==> src/rtl/mips_exp_mem.sv <==
// Expected-value register file: synchronous write, combinational read.
module mips_exp_mem #(
    parameter int unsigned DATA_W = 32,
    parameter int unsigned DEPTH  = 16,
    parameter int unsigned AW     = 4
) (
    input  logic              clk,
    input  logic              wr_en,
    input  logic [AW-1:0]     wr_addr,
    input  logic [DATA_W-1:0] wr_data,
    input  logic [AW-1:0]     rd_addr,
    output logic [DATA_W-1:0] rd_data
);

    logic [DATA_W-1:0] mem [DEPTH];
    logic              wr_in_range;
    logic              rd_in_range;

    // Address range qualification; only needed when DEPTH is not a power of two
    generate
        if (DEPTH == (1 << AW)) begin : g_full
            assign wr_in_range = 1'b1;
            assign rd_in_range = 1'b1;
        end else begin : g_partial
            assign wr_in_range = (32'(wr_addr) < DEPTH);
            assign rd_in_range = (32'(rd_addr) < DEPTH);
        end
    endgenerate

    // Storage is deliberately not reset so contents survive a harness reset
    always_ff @(posedge clk) begin
        if (wr_en && wr_in_range) begin
            mem[wr_addr] <= wr_data;
        end
    end

    // Combinational read of the entry currently being checked
    assign rd_data = rd_in_range ? mem[rd_addr] : '0;

endmodule

==> config.mk <==
export PLATFORM = sky130hd
export DESIGN_NAME = mips_exp_mem
export DESIGN_NICKNAME = d
export VERILOG_FILES = /design/src/rtl/mips_exp_mem.sv
export SDC_FILE = /design/constraint.sdc
export NUM_CORES = 1
export LEC_CHECK = 0
export CAP_MARGIN = 20
export CORE_MARGIN = 2
export CORE_UTILIZATION = 23
export CTS_BUF_LIST = sky130_fd_sc_hd__clkbuf_2
export CTS_CLUSTER_SIZE = 30
export DETAILED_ROUTE_END_ITERATION = 7
export PLACE_DENSITY = 0.47
export SLEW_MARGIN = 30
export SYNTH_ARGS = -nofsm -noshare
export SYNTH_HDL_FRONTEND = slang
export SYNTH_SLANG_ARGS = --single-unit
==> constraint.sdc <==
create_clock -name clk -period 11.1 [get_ports clk]
set_input_delay 2.22 -clock clk [delete_from_list [all_inputs] [get_ports clk]]
set_output_delay 2.22 -clock clk [all_outputs]
set_load 0.05 [all_outputs]
# After elaboration in Yosys (flattened, before gate mapping)
# Memory sizes are Yosys's and may differ from the RTL's.
# Cells that the tools add are included.
# W data, S select, Z words.
[word_totals] register_bits=0 mem_bits_rw=512 in_bits=42 memories=1
[classes] muxes=2
[mem_list] name="mem" depth=16 word_bits=32 read_ports=1 rd_ports_with_merged_regs=0 wr=1 line_no="15" source="logic [DATA_W-1:0] mem [DEPTH];"
[op_table] operator="$mux W1" n=2

# Longest topological paths before layout
[logic_depth] ltp_word=2 ltp_mapped=5 mapped_depth_nobuf=3

# Worst setup path before layout
# OpenSTA, ideal clock, no wires.
[synth_timing] kind="input port to output port" from="input rd_addr[0]" to="output rd_data[10]" arrival_time_ns=3.629 required_time_ns=8.880 setup_slack_ns=5.251 path_stages=5 path_cell_list="buf_2 buf_4 mux4_2 a22oi_1 nand2_1"
[synth_between] elab_chain_cells=1
[synth_rtl] element="start: declaration" line_no="11" source="input logic [AW-1:0] rd_addr,"
[synth_rtl] element="$mem_v2 Z16 W32"
[synth_rtl] element="end: declaration" line_no="12" source="output logic [DATA_W-1:0] rd_data"
# Every way passes these cells.

# Final worst setup path
[layout_timing] from="input rd_addr[0]" to="output rd_data[17]"
# The elaborated chain is that of the path after synthesis.

==> impl_metrics.env <==
export IMPL_status="completed"
export IMPL_final_cell_mix="edfxtp_1 (512), clkbuf_2 (185), mux4_2 (128)"
export IMPL_rsz0062_at_grt="false"
export IMPL_hp_class="in2reg"
export IMPL_drt_iter0_drc=647
export IMPL_drc=0
export IMPL_num_rows=105
export IMPL_cp_slowest_cell="clkdlybuf4s50_1"
export IMPL_dieArea_mm2=0.0859
export IMPL_critPathCaptureType="output port"
export IMPL_synth_nets=848
export IMPL_clock_sink_count=512
export IMPL_synth_area_mm2=0.0192
export IMPL_ys_ff_latch=512
export IMPL_cts_buffers=133
export IMPL_avgSynthCellArea_um2=23.8
export IMPL_core_mm2=0.0824
export IMPL_cp_max_fo=76
export IMPL_worstMarginPinSlew_ns=0.918
export IMPL_dr_pass1_iters=7
export IMPL_vias=9249
export IMPL_grt_use_total_pct=10.9
export IMPL_finalCriticalPeriod_ns=7.43
export IMPL_regMostFlops="mem"
export IMPL_grt_busiest_layer="met2"
export IMPL_num_nets_final=1036
export IMPL_grt_util_met3_pct=2.47
export IMPL_routedWlPerCell_um=21.6
export IMPL_start_util_pct=23.3
export IMPL_area_delta_synth_final_pct=16.8
export IMPL_chipWidth_um=293
export IMPL_layout_commonest_cell="edfxtp_1"
export IMPL_max_stage_delay_ns=0.74
export IMPL_leakage_nw=7.00
export IMPL_maxSlewViolCount=0
export IMPL_routed_via_density=4.32
export IMPL_arrival_ns=5.21
export IMPL_clockRootBuffer="clkbuf_2"
export IMPL_finalNonFillerCells=2143
export IMPL_maxCapViolations=0
export IMPL_yosys_cell_types_count=17
export IMPL_postRouteAntennaNets=0
export IMPL_cp_start_kind="input port"
export IMPL_ys_warn_count=0
export IMPL_cp_buffers_inverters=3
export IMPL_crit_cells=6
export IMPL_grt_overflow=0
export IMPL_tns_ns=0
export IMPL_place_inst=1929
export IMPL_grt_max_degree=77
export IMPL_cts_resized=0
export IMPL_finalCritPeriodShare_pct=67.0
export IMPL_ys_seq_area_share_pct=80.0
export IMPL_cts_clk_slew_worst_paths_ns=0.10
export IMPL_cts_tree="done"
export IMPL_dp_hpwl_um=22600
export IMPL_finalSetupViolations=0
export IMPL_top_regs="mem x512"
export IMPL_slew_headroom_pct=38.8
export IMPL_grt_pass1_vias=10300
export IMPL_htreeDepth=4
export IMPL_n_fill_cell=8151
export IMPL_io_pins=74
export IMPL_whs_path_depth=1
export IMPL_crit_type="in2out"
export IMPL_cts_hold_buf=0
export IMPL_irDropWorstVdd_mv=0.0528
export IMPL_synthCells=806
export IMPL_layout_drive_gt1_share_pct=33.9
export IMPL_antenna_found_initial=3
export IMPL_numPortBuffers=73
export IMPL_post_cts_buffers=0
export IMPL_cp_required_ns=8.88
export IMPL_cp_top_family="buffers and inverters"
export IMPL_grt_use_met1_pct=14.7
export IMPL_pwr_density_cell_mw_per_mm2=161
export IMPL_max_freq_mhz=135
export IMPL_finalWeightedCongestion=0.647
export IMPL_hold_viol_final=0
export IMPL_grt_use_met2_pct=17.2
export IMPL_die_h_um=293
export IMPL_largest_reg_flops=512
export IMPL_crit_chain="clkbuf_8 -> buf_12 -> mux4_2 -> a22oi_1 -> nand2_1 -> clkdlybuf4s50_1"
export IMPL_cts_path_max_buffers=3
export IMPL_grt_pass1_wl_um=67800
export IMPL_wirelength_um=46300
-- cells in the mapped netlist --
master / instances / area share [%]
buf_2: 4 / 0.10
buf_6: 2 / 0.12
or3b_2: 1 / 0.046
nand2b_1: 2 / 0.065
buf_4: 11 / 0.43
edfxtp_1: 512 / 80
nand3_1: 1 / 0.026
mux4_2: 128 / 15
and2_1: 1 / 0.033
nor3_1: 4 / 0.10
a22oi_1: 64 / 2.5
nor2b_1: 2 / 0.065
nor2_1: 13 / 0.25
buf_1: 9 / 0.18
clkbuf_1: 17 / 0.33
nand3b_1: 2 / 0.078
nand2_1: 33 / 0.64
-- metal layers --
metal | wire length, um | up-vias
li1 | - | 3916
met3 | 2100 | 59
met2 | 21900 | 253
met1 | 21500 | 5019
met5 | 16 | -
met4 | 752 | 2
-- final cells by class --
cell class              instances  area, um^2  area share [%]
flip-flops and latches        512       15400            68.5
multi-input cells             251        3750            16.7
well taps                    1070        1340            5.96
clock buffers                 185         926            4.13
repair buffers                 96         921            4.10
clock inverters                28         131           0.585
diodes                          1        2.50          0.0111
-- kinds of logic after synthesis --
group / after synthesis / share of synthesized area [%]
multiplexers: 128 / 15.0
AO/OA/AOI/OAI: 64 / 2.50
AND/OR/NAND/NOR: 59 / 1.32
buffers and inverters: 43 / 1.16
flip-flops: 512 / 80.0
-- power by group --
part           internal (mW)  leakage [nW]  total [mW]  switching [mW]
combinational          0.101          1.54       0.272           0.171
clock                  0.464         0.833        1.17           0.711
sequential              2.16          4.63        2.17         0.00747
total                   2.73          7.00        3.62           0.890
-- final timing paths --
check,from,end,slack [ns]
worst max-delay path,rd_addr[0],rd_data[17],3.67
worst min-delay path,wr_data[15],mem[0][15]$_DFFE_PP_,2.08
-- through the flow --
stage / hold WS, ns / area, um^2 / setup WS (ns) / power, mW / utilization, %
floorplan: 2.32 / 19200 / 5.25 / 2.38 / -
global placement: 3.14 / 21400 / 3.54 / 2.49 / 26.0
detailed placement: 3.17 / 21400 / 3.55 / 2.50 / 26.0
CTS: 1.90 / 22400 / 3.55 / 3.69 / 27.2
global route: 2.01 / 22400 / 3.38 / 3.79 / 27.2
finish: 2.08 / 22400 / 3.67 / 3.62 / 27.2
(Power assumes the default switching activity.)
